File: src/rtl/ex_muldiv_if.sv
// ID/EX-side mul/div operand bundle and HI/LO result bundle.
// The master side is the pipeline (ID/EX register and HI/LO consumer); the slave side is the mul/div unit.
interface ex_muldiv_if #(
  parameter int WIDTH = 32
);
  logic [5:0]       id_opcode;
  logic [5:0]       id_func;
  logic [1:0]       id_hilo_we;
  logic [WIDTH-1:0] id_rdata1;
  logic [WIDTH-1:0] id_rdata2;
  logic             int_flush;
  logic             exe_stall;
  logic             busy;
  logic             result_valid;
  logic [WIDTH-1:0] hi;
  logic [WIDTH-1:0] lo;

  modport master (
    output id_opcode, id_func, id_hilo_we, id_rdata1, id_rdata2, int_flush,
    input  exe_stall, busy, result_valid, hi, lo
  );

  modport slave (
    input  id_opcode, id_func, id_hilo_we, id_rdata1, id_rdata2, int_flush,
    output exe_stall, busy, result_valid, hi, lo
  );
endinterface

File: src/rtl/ex_muldiv.sv
// Iterative MULT/MULTU/DIV/DIVU unit writing HI/LO; 33 stall cycles, result in the 34th.
// Holds ID/EX through exe_stall. MULDIV_FAST_MUL_EN makes multiplies complete in a single cycle.
module ex_muldiv #(
  parameter int WIDTH = 32,
  parameter int ITER  = 32
) (
  input  logic       clk,
  input  logic       resetn,
  ex_muldiv_if.slave bus
);
  localparam int CW = $clog2(ITER);

  typedef enum logic [1:0] {IDLE, MUL, DIV, DONE} state_t;

  state_t             state_q, state_d;
  logic [CW-1:0]      cnt_q;
  logic [2*WIDTH-1:0] work_q;
  logic [WIDTH-1:0]   mop_q;
  logic               neg_res_q, dvd_neg_q, div_zero_q;
  logic [WIDTH-1:0]   hi_q, lo_q;
  logic               busy_q, rv_q;

  logic               start_op, start, is_div, is_uns, rs_neg, rt_neg, last;
  logic [WIDTH-1:0]   a_abs, b_abs, quo_fix, rem_fix;
  logic [WIDTH:0]     add, shl, diff;
  logic [2*WIDTH-1:0] mul_step, div_step, mul_fix;

  // func 0x18..0x1B: bit1 selects divide, bit0 selects unsigned
  assign start_op = (bus.id_opcode == 6'h00) && (bus.id_hilo_we == 2'b11) &&
                    (bus.id_func[5:2] == 4'b0110);
  assign is_div   = bus.id_func[1];
  assign is_uns   = bus.id_func[0];
  assign start    = (state_q == IDLE) && start_op && !bus.int_flush;
  assign last     = (cnt_q == CW'(ITER - 1));

  assign rs_neg = !is_uns && bus.id_rdata1[WIDTH-1];
  assign rt_neg = !is_uns && bus.id_rdata2[WIDTH-1];
  assign a_abs  = rs_neg ? -bus.id_rdata1 : bus.id_rdata1;
  assign b_abs  = rt_neg ? -bus.id_rdata2 : bus.id_rdata2;

  // work_q = {accumulator/remainder, multiplier/quotient}; mop_q = multiplicand/divisor
  always_comb begin
    add      = {1'b0, work_q[2*WIDTH-1:WIDTH]} + (work_q[0] ? {1'b0, mop_q} : '0);
    mul_step = {add, work_q[WIDTH-1:1]};
    shl      = {work_q[2*WIDTH-1:WIDTH], work_q[WIDTH-1]};
    diff     = shl - {1'b0, mop_q};
    div_step = diff[WIDTH] ? {shl[WIDTH-1:0],  work_q[WIDTH-2:0], 1'b0}
                           : {diff[WIDTH-1:0], work_q[WIDTH-2:0], 1'b1};
    mul_fix  = neg_res_q ? -mul_step : mul_step;
    // a zero divisor leaves the all-ones quotient unsigned-looking
    quo_fix  = (neg_res_q && !div_zero_q) ? -div_step[WIDTH-1:0] : div_step[WIDTH-1:0];
    rem_fix  = dvd_neg_q ? -div_step[2*WIDTH-1:WIDTH] : div_step[2*WIDTH-1:WIDTH];
  end

`ifdef MULDIV_FAST_MUL_EN
  logic [2*WIDTH-1:0] fast_prod, fast_fix;
  assign fast_prod = {{WIDTH{1'b0}}, a_abs} * {{WIDTH{1'b0}}, b_abs};
  assign fast_fix  = (rs_neg ^ rt_neg) ? -fast_prod : fast_prod;
`endif

  always_comb begin
    state_d = state_q;
    unique case (state_q)
      IDLE: begin
        if (start) begin
`ifdef MULDIV_FAST_MUL_EN
          state_d = is_div ? DIV : DONE;
`else
          state_d = is_div ? DIV : MUL;
`endif
        end
      end
      MUL, DIV: begin
        if (bus.int_flush) state_d = IDLE;
        else if (last)     state_d = DONE;
      end
      DONE:    state_d = IDLE;
      default: state_d = IDLE;
    endcase
  end

  always_ff @(posedge clk) begin
    if (!resetn) begin
      state_q    <= IDLE;
      cnt_q      <= '0;
      work_q     <= '0;
      mop_q      <= '0;
      neg_res_q  <= 1'b0;
      dvd_neg_q  <= 1'b0;
      div_zero_q <= 1'b0;
      hi_q       <= '0;
      lo_q       <= '0;
      busy_q     <= 1'b0;
      rv_q       <= 1'b0;
    end else begin
      state_q <= state_d;
      busy_q  <= (state_d == MUL) || (state_d == DIV);
      rv_q    <= (state_d == DONE);
      unique case (state_q)
        IDLE: begin
          if (start) begin
            cnt_q      <= '0;
            neg_res_q  <= rs_neg ^ rt_neg;
            dvd_neg_q  <= rs_neg;
            div_zero_q <= (bus.id_rdata2 == '0);
            if (is_div) begin
              work_q <= {{WIDTH{1'b0}}, a_abs};
              mop_q  <= b_abs;
            end else begin
              work_q <= {{WIDTH{1'b0}}, b_abs};
              mop_q  <= a_abs;
            end
`ifdef MULDIV_FAST_MUL_EN
            if (!is_div) {hi_q, lo_q} <= fast_fix;
`endif
          end
        end
        MUL, DIV: begin
          if (!bus.int_flush) begin
            work_q <= (state_q == MUL) ? mul_step : div_step;
            cnt_q  <= cnt_q + 1'b1;
            if (last) begin
              if (state_q == MUL) begin
                {hi_q, lo_q} <= mul_fix;
              end else begin
                hi_q <= rem_fix;
                lo_q <= quo_fix;
              end
            end
          end
        end
        default: ;
      endcase
    end
  end

  assign bus.exe_stall    = start || (state_q == MUL) || (state_q == DIV);
  assign bus.busy         = busy_q;
  assign bus.result_valid = rv_q;
  assign bus.hi           = hi_q;
  assign bus.lo           = lo_q;
endmodule

File: src/flat_wrapper.sv
// flat-port wrapper written by rule: the top's interface ports become plain ports
module ex_muldiv_flat 
#(
  parameter int WIDTH = 32,
  parameter int ITER  = 32
)
  (clk, resetn, bus_id_opcode, bus_id_func, bus_id_hilo_we, bus_id_rdata1, bus_id_rdata2, bus_int_flush, bus_exe_stall, bus_busy, bus_result_valid, bus_hi, bus_lo);
  ex_muldiv_if #(.WIDTH(WIDTH)) bus_i ();
  input  logic clk;
  input  logic resetn;
  input wire logic [$bits(bus_i.id_opcode)-1:0] bus_id_opcode;
  input wire logic [$bits(bus_i.id_func)-1:0] bus_id_func;
  input wire logic [$bits(bus_i.id_hilo_we)-1:0] bus_id_hilo_we;
  input wire logic [$bits(bus_i.id_rdata1)-1:0] bus_id_rdata1;
  input wire logic [$bits(bus_i.id_rdata2)-1:0] bus_id_rdata2;
  input wire logic [$bits(bus_i.int_flush)-1:0] bus_int_flush;
  output wire logic [$bits(bus_i.exe_stall)-1:0] bus_exe_stall;
  output wire logic [$bits(bus_i.busy)-1:0] bus_busy;
  output wire logic [$bits(bus_i.result_valid)-1:0] bus_result_valid;
  output wire logic [$bits(bus_i.hi)-1:0] bus_hi;
  output wire logic [$bits(bus_i.lo)-1:0] bus_lo;
  assign bus_i.id_opcode = bus_id_opcode;
  assign bus_i.id_func = bus_id_func;
  assign bus_i.id_hilo_we = bus_id_hilo_we;
  assign bus_i.id_rdata1 = bus_id_rdata1;
  assign bus_i.id_rdata2 = bus_id_rdata2;
  assign bus_i.int_flush = bus_int_flush;
  assign bus_exe_stall = bus_i.exe_stall;
  assign bus_busy = bus_i.busy;
  assign bus_result_valid = bus_i.result_valid;
  assign bus_hi = bus_i.hi;
  assign bus_lo = bus_i.lo;
  ex_muldiv #(.WIDTH(WIDTH), .ITER(ITER)) u_core (.clk(clk), .resetn(resetn), .bus(bus_i));
endmodule
File: config.mk
export PLATFORM = sky130hd
export DESIGN_NAME = ex_muldiv_flat
export DESIGN_NICKNAME = d
export VERILOG_FILES = /design/src/rtl/ex_muldiv_if.sv /design/src/rtl/ex_muldiv.sv /design/src/flat_wrapper.sv
export SDC_FILE = /design/constraint.sdc
export NUM_CORES = 1
export LEC_CHECK = 0
export BUFFER_PORTS_ARGS = -buffer_cell sky130_fd_sc_hd__buf_2
export CAP_MARGIN = 20
export CELL_PAD_IN_SITES_DETAIL_PLACEMENT = 0
export CELL_PAD_IN_SITES_GLOBAL_PLACEMENT = 1
export CORE_MARGIN = 2
export CORE_UTILIZATION = 45
export CTS_CLUSTER_SIZE = 16
export DETAILED_ROUTE_END_ITERATION = 12
export PLACE_DENSITY_LB_ADDON = 0.1
export SLEW_MARGIN = 25
export SYNTH_ARGS = -nofsm -noshare
export SYNTH_HDL_FRONTEND = slang
export SYNTH_SLANG_ARGS = --single-unit
File: constraint.sdc
create_clock -name clk -period 5.89 [get_ports clk]
set_input_delay 0.8835 -clock clk [delete_from_list [all_inputs] [get_ports clk]]
set_output_delay 0.8835 -clock clk [all_outputs]
set_load 0.05 [all_outputs]
# Word level (Yosys, flattened, before mapping)
# Cells that the tools add are included.
# word_totals
ff_bits	172
latchBits	0
ramBits	0
mem_bits_ro	0
inputBits	81
out_inout_bits	67
memories	0
# op_classes
add_sub_neg	8
multipliers	0
div_mod_pow	0
n_lt_le_gt_ge	0
n_eq_ne	11
shift	0
mux	23
n_bitwise	2
n_reduce_logical	21
# op_table
cell	count
$mux W64	5
$mux W32	9
$neg A32 Y32	4
$pmux W64 S2	1
$neg A64 Y64	1
$add A32 B33 Y33	1
$sub A33 B32 Y33	1
$logic_not A32 Y1	1
$eq A2 B2 Y1 const B	5
$mux W5	2
$pmux W5 S2	1
$mux W2	4
$logic_and A1 B1 Y1	7
$logic_not A6 Y1	1
$pmux W2 S3	1
$reduce_and A3 Y1	2
$add A5 B1 Y5 const B	1
$eq A5 B5 Y1 const B	1
$eq A2 B1 Y1 const B	2
$eq A4 B3 Y1 const B	1
$logic_not A1 Y1	3
$logic_or A1 B1 Y1	3
$logic_not A2 Y1	1
$ne A2 B1 Y1 const B	1
other kinds (6)	6

# Longest topological paths before layout
# Gate-level depths: netlist of run 1.
# depth
ltp_word	9
depth_mapped	25
mapped_depth_nobuf	23

# Worst setup path before layout of run 1
# No wires, ideal clock.
# synth_timing
path_kind	register -> register
startpoint	register u_core.work_q[31]
endpoint	register u_core.hi_q[30] (netlist: u_core.bus.hi[30])
arrival_ns	5.258
slack_ns	0.504
stages_incl_launch_ff	25
period_less_slack_ns	5.386
path_cell_list	dfxtp_1 -> inv_1 -> ha_1 -> fa_1 -> nor2b_4 -> o31ai_1 -> a31o_2 -> o31ai_1 -> a221oi_1 -> xnor2_1 -> inv_2 -> clkbuf_1 -> clkbuf_1 -> nand2_1 -> o21ai_0 -> inv_1 -> ha_1 -> a21boi_0 -> or4bb_1 -> nor4b_1 -> nand4_1 -> and2_1 -> o41ai_2 -> xnor2_1 -> o211ai_1
# synth_between
elab_chain_cells	5
elab_cells_between_ends	7
# synth_rtl
item	line_no	text
start, declared	ex_muldiv.sv:17	logic [2*WIDTH-1:0] work_q;
start signal, assigned	ex_muldiv.sv:107	work_q <= {{WIDTH{1'b0}}, a_abs};
start signal, assigned	ex_muldiv.sv:110	work_q <= {{WIDTH{1'b0}}, b_abs};
start signal, assigned	ex_muldiv.sv:120	work_q <= (state_q == MUL) ? mul_step : div_step;
$sub A33 B32 Y33	ex_muldiv.sv:46	diff = shl - {1'b0, mop_q};
$mux W64	ex_muldiv.sv:47	div_step = diff[WIDTH] ? {shl[WIDTH-1:0], work_q[WIDTH-2:0], 1'b0}
$neg A32 Y32	ex_muldiv.sv:52	rem_fix = dvd_neg_q ? -div_step[2*WIDTH-1:WIDTH] : div_step[2*WIDTH-1:WIDTH];
$mux W32	ex_muldiv.sv:52	
$mux W32 (*)	ex_muldiv.sv:123	if (state_q == MUL) begin
end signal, assigned	ex_muldiv.sv:124	{hi_q, lo_q} <= mul_fix;
end signal, assigned	ex_muldiv.sv:126	hi_q <= rem_fix;
end, declared	ex_muldiv.sv:20	logic [WIDTH-1:0] hi_q, lo_q;
# Every way passes the cells marked *; elsewhere a longest branch is shown, timed or not.
# A chain may end at the register's enable or synchronous reset.

# Worst setup path in the final report of run 1
# Same ends and word-level chain as after synthesis.

==> flow_metrics.py, run 1 <==
metrics = {
    "run_status": {
        "status": "complete, no violations",
    },
    "floorplanning": {
        "initial_core_util_pct": 45.74,
        "die_x_um": 199.9,
        "io_pins": 148,
        "rows": 71,
        "fp.dieH_um": 199.9,
        "core_area_um2": 37760,
        "die-area_um2": 39960,
    },
    "grt": {
        "overflow": 0,
        "grt_util_met2_pct": 52.74,
        "grt_pass1_vias": 16990,
        "use_met3_pct": 4.519,
        "grt_pass1_wl_um": 98980,
        "antenna_found_initial": 0,
        "track_usage_pct": 32.16,
        "grt.busiest_layer": "met2",
        "grtUsageMet1_pct": 42.72,
        "grt_max_degree": 119,
    },
    "clock_network": {
        "cts-htree-levels": 4,
        "cts_hold_buf": 0,
        "cts_buffer_depth": 2,
        "cts.sinks": 172,
        "clock-root-buffer": "clkbuf_16",
        "numCtsBuffers": 17,
        "post_cts_buffers": 0,
        "clk_pin_slew_ns": 0.08,
        "insertion_delay_ns": 0.48,
        "cts_tree": "yes",
    },
    "synth": {
        "synth-seq-area-share_pct": 19.94,
        "synth_area_leaders": "dfxtp_1 (20%), nor2_1 (7.4%), a21oi_1 (6.9%)",
        "synth-seq-cells": 172,
        "synth-edff-count": 0,
        "synth_top_area_cell": "dfxtp_1",
        "syn-cell-area_um2": 17270,
        "syn_inst": 2482,
        "yosysUniqueCellTypes": 86,
        "yosys_warnings": 0,
        "synthArstFlopShare_pct": 0,
        "synth_top_area_share_pct": 19.94,
        "synth-main-ff-cell": "dfxtp_1",
        "synth.net_count": 2640,
        "syn_area_per_cell_um2": 6.958,
    },
    "setup_path": {
        "critPathKind": "reg -> reg",
        "crit_path_start_kind": "flip-flop",
        "crit_slowest_cell": "or4bb_1",
        "crit_chain": "inv_1, ha_1, fa_1, nor2b_4, o31ai_1, a31o_2, o31ai_2, a221oi_1, xnor2_2, inv_2, nand2_1, o21ai_0, inv_1, ha_1, a21boi_0, or4bb_1, nor4b_1, buf_4, nand4_1, and2_2, o41ai_2, xnor2_1, o211ai_1",
        "path_buf_inv": 4,
        "crit_fanout": 8,
        "end_kind": "flip-flop",
        "path_depth": 23,
        "cp.arrival_ns": 5.73,
        "critical_path.top_delay_family": "compound AO/OA/AOI/OAI gates",
        "cpPeakStageDelay_ns": 0.46,
        "cp.required_ns": 6.25,
        "r2r_cells": 23,
    },
    "sta": {
        "maxSlewViolCount": 0,
        "max_clock_freq_mhz": 186.2,
        "setup_viol": 0,
        "whs_ns": 0.4509,
        "fin_worst_skew_ns": 0.01666,
        "rsz0062_at_grt": "false",
        "fin_crit_sh_pct": 91.20,
        "tightest_slew_ns": 1.026,
        "layout_min_cycle_time_ns": 5.372,
        "slew_headroom_pct": 31.46,
        "final_hold_viol_count": 0,
        "fin_setup_tns_ns": 0,
    },
    "pwr": {
        "powerDensity_nw_per_um2": 138.0,
        "power_mw": 2.603,
        "p_leak_nw": 7.811,
        "ir_worst_vdd_mv": 0.2316,
    },
    "worst_hold_path": {
        "holdPathStages": 2,
        "min_path_type": "reg -> reg",
    },
    "layout": {
        "antenna_cells": 0,
        "layout.nets": 2656,
        "n_fill_cell": 3886,
        "fin_area_um2": 18860,
        "area_delta_synth_final_pct": 9.223,
        "drive_gt1_share_pct": 10.75,
        "fin_cells": 3022,
    },
    "routing": {
        "drc": 0,
        "ant_nets": 0,
        "wire_per_inst_um": 21.47,
        "via_per_inst": 6.144,
        "vias": 18570,
        "drt_wl_total_um": 64890,
        "firstDrtPassIters": 5,
        "drtIter0Drc": 1426,
    },
    "placed_design": {
        "port_buffers": 147,
        "dpl-instance-area_um2": 18240,
        "place_inst": 2990,
        "gp_congestion": 0.9625,
        "hpwlAfterDp_um": 49850,
    },
    "flow_run": {
        "drv_cap": 0,
    },
}
==> flip-flops by register name, indices dropped and copies added (netlist names) <==
name                     cells
u_core.state_q               2
u_core.div_zero_q            1
u_core.bus.lo               32
u_core.bus.result_valid      1
u_core.neg_res_q             1
u_core.work_q               64
u_core.mop_q                32
u_core.cnt_q                 5
u_core.bus.hi               32
u_core.bus.busy              1
u_core.dvd_neg_q             1
==> final cells by class <==
cell class,instances,area [um2],share of cell area (%)
Multi-Input combinational cell,2040,12820,67.99
Tap cell,511,639.4,3.390
Inverter,83,314.1,1.665
Clock buffer,17,425.4,2.255
Timing Repair Buffer,184,1026,5.439
Sequential cell,172,3445,18.26
Clock inverter,15,187.7,0.9950
==> worst register-to-register path, stage by stage (launching register included) <==
cell	delay, ns
dfxtp_1	0.43
inv_1	0.10
ha_1	0.21
fa_1	0.43
nor2b_4	0.20
o31ai_1	0.12
a31o_2	0.27
o31ai_2	0.26
a221oi_1	0.15
xnor2_2	0.20
inv_2	0.11
nand2_1	0.08
o21ai_0	0.12
inv_1	0.09
ha_1	0.25
a21boi_0	0.20
or4bb_1	0.46
nor4b_1	0.30
buf_4	0.18
nand4_1	0.15
and2_2	0.30
o41ai_2	0.38
xnor2_1	0.16
o211ai_1	0.09
==> power by group <==
part	internal, mW	switching (mW)
combinational	0.0789	0.153
sequential	1.16	0.000114
clock	0.580	0.628
total	1.82	0.782
==> cell usage after synthesis (8+ instances only) <==
master	count
a211o_1	9
a211oi_1	89
a21o_1	27
a21oi_1	237
a22oi_1	21
a311oi_1	16
a31oi_1	22
and2_1	24
and3_1	23
buf_1	9
clkbuf_1	166
dfxtp_1	172
ha_1	75
inv_1	77
mux2_2	26
mux2i_1	49
nand2_1	256
nand2b_1	14
nand3_1	42
nand4_1	22
nor2_1	339
nor2b_1	12
nor3_1	72
nor4_1	25
nor4b_1	8
o211ai_1	60
o21a_1	15
o21ai_0	134
o21bai_1	10
o311ai_0	9
o31ai_1	30
o41ai_1	11
or3_1	19
or4_1	13
xnor2_1	120
xor2_1	86
==> placed cells by master, fill, tap and decap left out, types with 60 or more instances in the layout <==
cell type  netlist  layout
a21oi_1        237     237
dfxtp_1        172     171
nand2_1        256     256
o211ai_1        60      60
xor2_1          86      86
o21ai_0        134     134
xnor2_1        120     119
ha_1            75      73
inv_1           77      77
a211oi_1        89      89
nor3_1          72      72
nor2_1         339     339
buf_2            7     147
==> path summary, 6_finish.rpt <==
kind	start	slack [ns]	to
worst max-delay path	u_core.work_q[31]$_SDFFE_PN0P_	0.52	u_core.bus.hi[30]$_SDFFE_PN0P_
worst min-delay path	u_core.bus.lo[13]$_SDFFE_PN0P_	0.45	u_core.bus.lo[13]$_SDFFE_PN0P_
worst max register to register	u_core.work_q[31]$_SDFFE_PN0P_	0.52	u_core.bus.hi[30]$_SDFFE_PN0P_
worst min register to register	u_core.bus.lo[13]$_SDFFE_PN0P_	0.45	u_core.bus.lo[13]$_SDFFE_PN0P_
==> logic make-up after synthesis <==
group | count (synthesis) | synth area share, %
xor gates and xnor gates | 206 | 10.45
AOI/OAI and AO/OA | 767 | 28.72
buffers and inverters | 270 | 6.064
adders and majority gates | 77 | 5.666
and+or+nand+nor | 915 | 24.63
muxes | 75 | 4.536
DFF | 172 | 19.94
==> timing repair <==
item | CTS | global route
resized for setup | 0 | 2
endpoints found under the setup margin | 0 | 2
endpoints found under the hold margin | 0 | 0
==> stage by stage <==
stage / setup slack [ns] / util (%)
after floorplan: 0.5040 / -
after global placement: 0.5521 / 48.32
after detailed placement: 0.4645 / 48.32
after CTS: 0.4388 / 49.94
after global routing: 0.05412 / 49.96
final: 0.5182 / 49.96
==> metal layers <==
layer,part of all wire (%),vias up
li1,-,8997
met1,45,8894
met2,46,586
met3,4.8,91
met4,3.5,0
met5,0,-
(Power assumes the default switching activity.)
==> run 2: changes to the inputs <==
--- a/config.mk
+++ b/config.mk
@@ -7,13 +7,11 @@
 export LEC_CHECK = 0
 export BUFFER_PORTS_ARGS = -buffer_cell sky130_fd_sc_hd__buf_2
 export CAP_MARGIN = 20
-export CELL_PAD_IN_SITES_DETAIL_PLACEMENT = 0
-export CELL_PAD_IN_SITES_GLOBAL_PLACEMENT = 1
 export CORE_MARGIN = 2
-export CORE_UTILIZATION = 45
+export CORE_UTILIZATION = 55
 export CTS_CLUSTER_SIZE = 16
 export DETAILED_ROUTE_END_ITERATION = 12
-export PLACE_DENSITY_LB_ADDON = 0.1
+export PLACE_DENSITY = 0.74
 export SLEW_MARGIN = 25
 export SYNTH_ARGS = -nofsm -noshare
 export SYNTH_HDL_FRONTEND = slang
==> run 2 against run 1 <==
Effect of this change:
- utilization is 11 points higher
- global-route usage is 5.4 points higher
- worst setup slack worse by 0.050 ns
- sequential share of layout area is 0.15 points higher
- final area is 0.80% lower
- sequential cell count stayed put
- largest cell class unchanged
==> flow_metrics.py, run 2 (synthesis gave the netlist of run 1 again) <==
metrics = {
    "setup_path": {
        "critPathKind": "reg -> reg",
        "crit_path_start_kind": "flip-flop",
        "cp.required_ns": 6.21,
        "cp.arrival_ns": 5.74,
        "crit_fanout": 7,
        "end_kind": "flip-flop",
    },
    "clock_network": {
        "insertion_delay_ns": 0.45,
        "numCtsBuffers": 17,
        "cts_buffer_depth": 2,
        "cts_tree": "yes",
        "clock-root-buffer": "clkbuf_16",
        "clk_pin_slew_ns": 0.09,
        "cts.sinks": 172,
        "cts-htree-levels": 4,
    },
    "placed_design": {
        "gp_congestion": 0.9893,
        "port_buffers": 147,
        "hpwlAfterDp_um": 48180,
    },
    "sta": {
        "rsz0062_at_grt": "false",
        "setup_viol": 0,
        "fin_worst_skew_ns": 0.01893,
        "whs_ns": 0.4501,
        "fin_setup_tns_ns": 0,
        "max_clock_freq_mhz": 184.4,
        "fin_crit_sh_pct": 92.05,
        "slew_headroom_pct": 28.15,
        "layout_min_cycle_time_ns": 5.422,
        "tightest_slew_ns": 1.071,
        "maxSlewViolCount": 0,
        "final_hold_viol_count": 0,
    },
    "floorplanning": {
        "io_pins": 148,
        "initial_core_util_pct": 56.16,
        "die_x_um": 181.2,
        "fp.dieH_um": 181.2,
        "core_area_um2": 30750,
        "rows": 64,
        "die-area_um2": 32830,
    },
    "layout": {
        "largest_reg_flops": 64,
        "largest-register": "u_core.work_q",
        "n_fill_cell": 3023,
        "mostFrequentLayoutCell": "nor2_1",
        "drive_gt1_share_pct": 10.77,
        "post-route-util_pct": 60.85,
        "area_delta_synth_final_pct": 8.346,
        "final_cell_mix": "nor2_1 (338), nand2_1 (256), a21oi_1 (237), dfxtp_1 (170), buf_2 (147)",
        "layout.nets": 2652,
    },
    "routing": {
        "vias": 19170,
        "drtIter0Drc": 2456,
        "ant_nets": 0,
        "drt_wl_total_um": 63980,
        "drc": 0,
        "wire_per_inst_um": 22.02,
        "firstDrtPassIters": 6,
        "via_per_inst": 6.599,
    },
    "grt": {
        "track_usage_pct": 37.56,
        "grt_max_degree": 112,
        "overflow": 0,
        "grt_pass1_vias": 17080,
        "antenna_found_initial": 4,
        "grt_pass1_wl_um": 97750,
    },
    "flow_run": {
        "drv_cap": 0,
    },
    "run_status": {
        "status": "complete, no violations",
    },
    "pwr": {
        "power_mw": 2.574,
        "powerDensity_nw_per_um2": 137.6,
        "ir_worst_vdd_mv": 0.2026,
        "p_leak_nw": 7.790,
    },
    "worst_hold_path": {
        "min_path_type": "reg -> reg",
    },
}
-- run 2: worst max-delay path, stage by stage (launching register included) --
cell      delay (ns)
dfxtp_2         0.38
inv_1           0.08
ha_1            0.21
fa_1            0.42
nor2b_4         0.20
o31ai_1         0.12
a31o_2          0.29
o31ai_4         0.35
a221oi_2        0.14
xnor2_2         0.19
inv_2           0.10
nand2_1         0.07
o21ai_0         0.14
inv_1           0.10
ha_1            0.25
a21boi_0        0.20
or4bb_1         0.47
nor4b_1         0.31
buf_4           0.18
nand4_1         0.19
and2_4          0.28
o41ai_2         0.37
xnor2_1         0.16
o211ai_1        0.09
-- run 2: metal layers --
metal / vias to the layer above / global-route usage (%) / routed length [um]
li1: 8993 / - / -
met1: 8958 / 52.08 / 27430
met2: 1040 / 56.77 / 27130
met3: 177 / 8.164 / 6828
met4: 2 / 14.34 / 2581
met5: - / 0 / 13
-- run 2: final cells by class --
| type | count | area, um2 | area share (%) |
|---|---|---|---|
| antenna | 2 | 5.005 | 0.02675 |
| sequential | 172 | 3446 | 18.42 |
| tap | 396 | 495.5 | 2.648 |
| inverter | 83 | 314.1 | 1.678 |
| multi-input combinational | 2040 | 12850 | 68.70 |
| timing repair buffer | 180 | 999.7 | 5.343 |
| clock buffer | 17 | 425.4 | 2.274 |
| clock inverter | 15 | 170.2 | 0.9095 |
-- run 2: where the power goes --
group	switching (mW)	internal (mW)	leakage (nW)	total, mW
sequential	0.000131	1.16	1.39	1.16
clock	0.598	0.575	0.287	1.17
combinational	0.161	0.0782	6.12	0.239
total	0.759	1.81	7.79	2.57
-- run 2: final timing paths --
path	end	startpoint	slack (ns)	cells after the start
setup reg to reg	u_core.bus.hi[30]$_SDFFE_PN0P_	u_core.work_q[31]$_SDFFE_PN0P_	0.47	23
hold reg to reg	u_core.bus.lo[6]$_SDFFE_PN0P_	u_core.bus.lo[6]$_SDFFE_PN0P_	0.45	2
setup / recovery	u_core.bus.hi[30]$_SDFFE_PN0P_	u_core.work_q[31]$_SDFFE_PN0P_	0.47	23
hold / removal	u_core.bus.lo[6]$_SDFFE_PN0P_	u_core.bus.lo[6]$_SDFFE_PN0P_	0.45	2
-- run 2: per-stage QoR --
| step | cells | setup slack, ns | area, um2 |
|---|---|---|---|
| 2_1_floorplan | 2482 | 0.5040 | 17270 |
| 3_3_place_gp | 2871 | 0.2830 | 18070 |
| 3_5_place_dp | 2871 | 0.1405 | 18080 |
| 4_1_cts | 2903 | 0.08401 | 18680 |
| 5_1_grt | 2903 | 0.02314 | 18710 |
| 6_report | 2905 | 0.4681 | 18710 |
-- run 2: repair_timing --
| action | CTS | global route |
|---|---|---|
| endpoints found under the setup margin | 0 | 8 |
| buffers inserted | 0 | 0 |
| hold buffers | 0 | 0 |
| resized for setup | 0 | 6 |
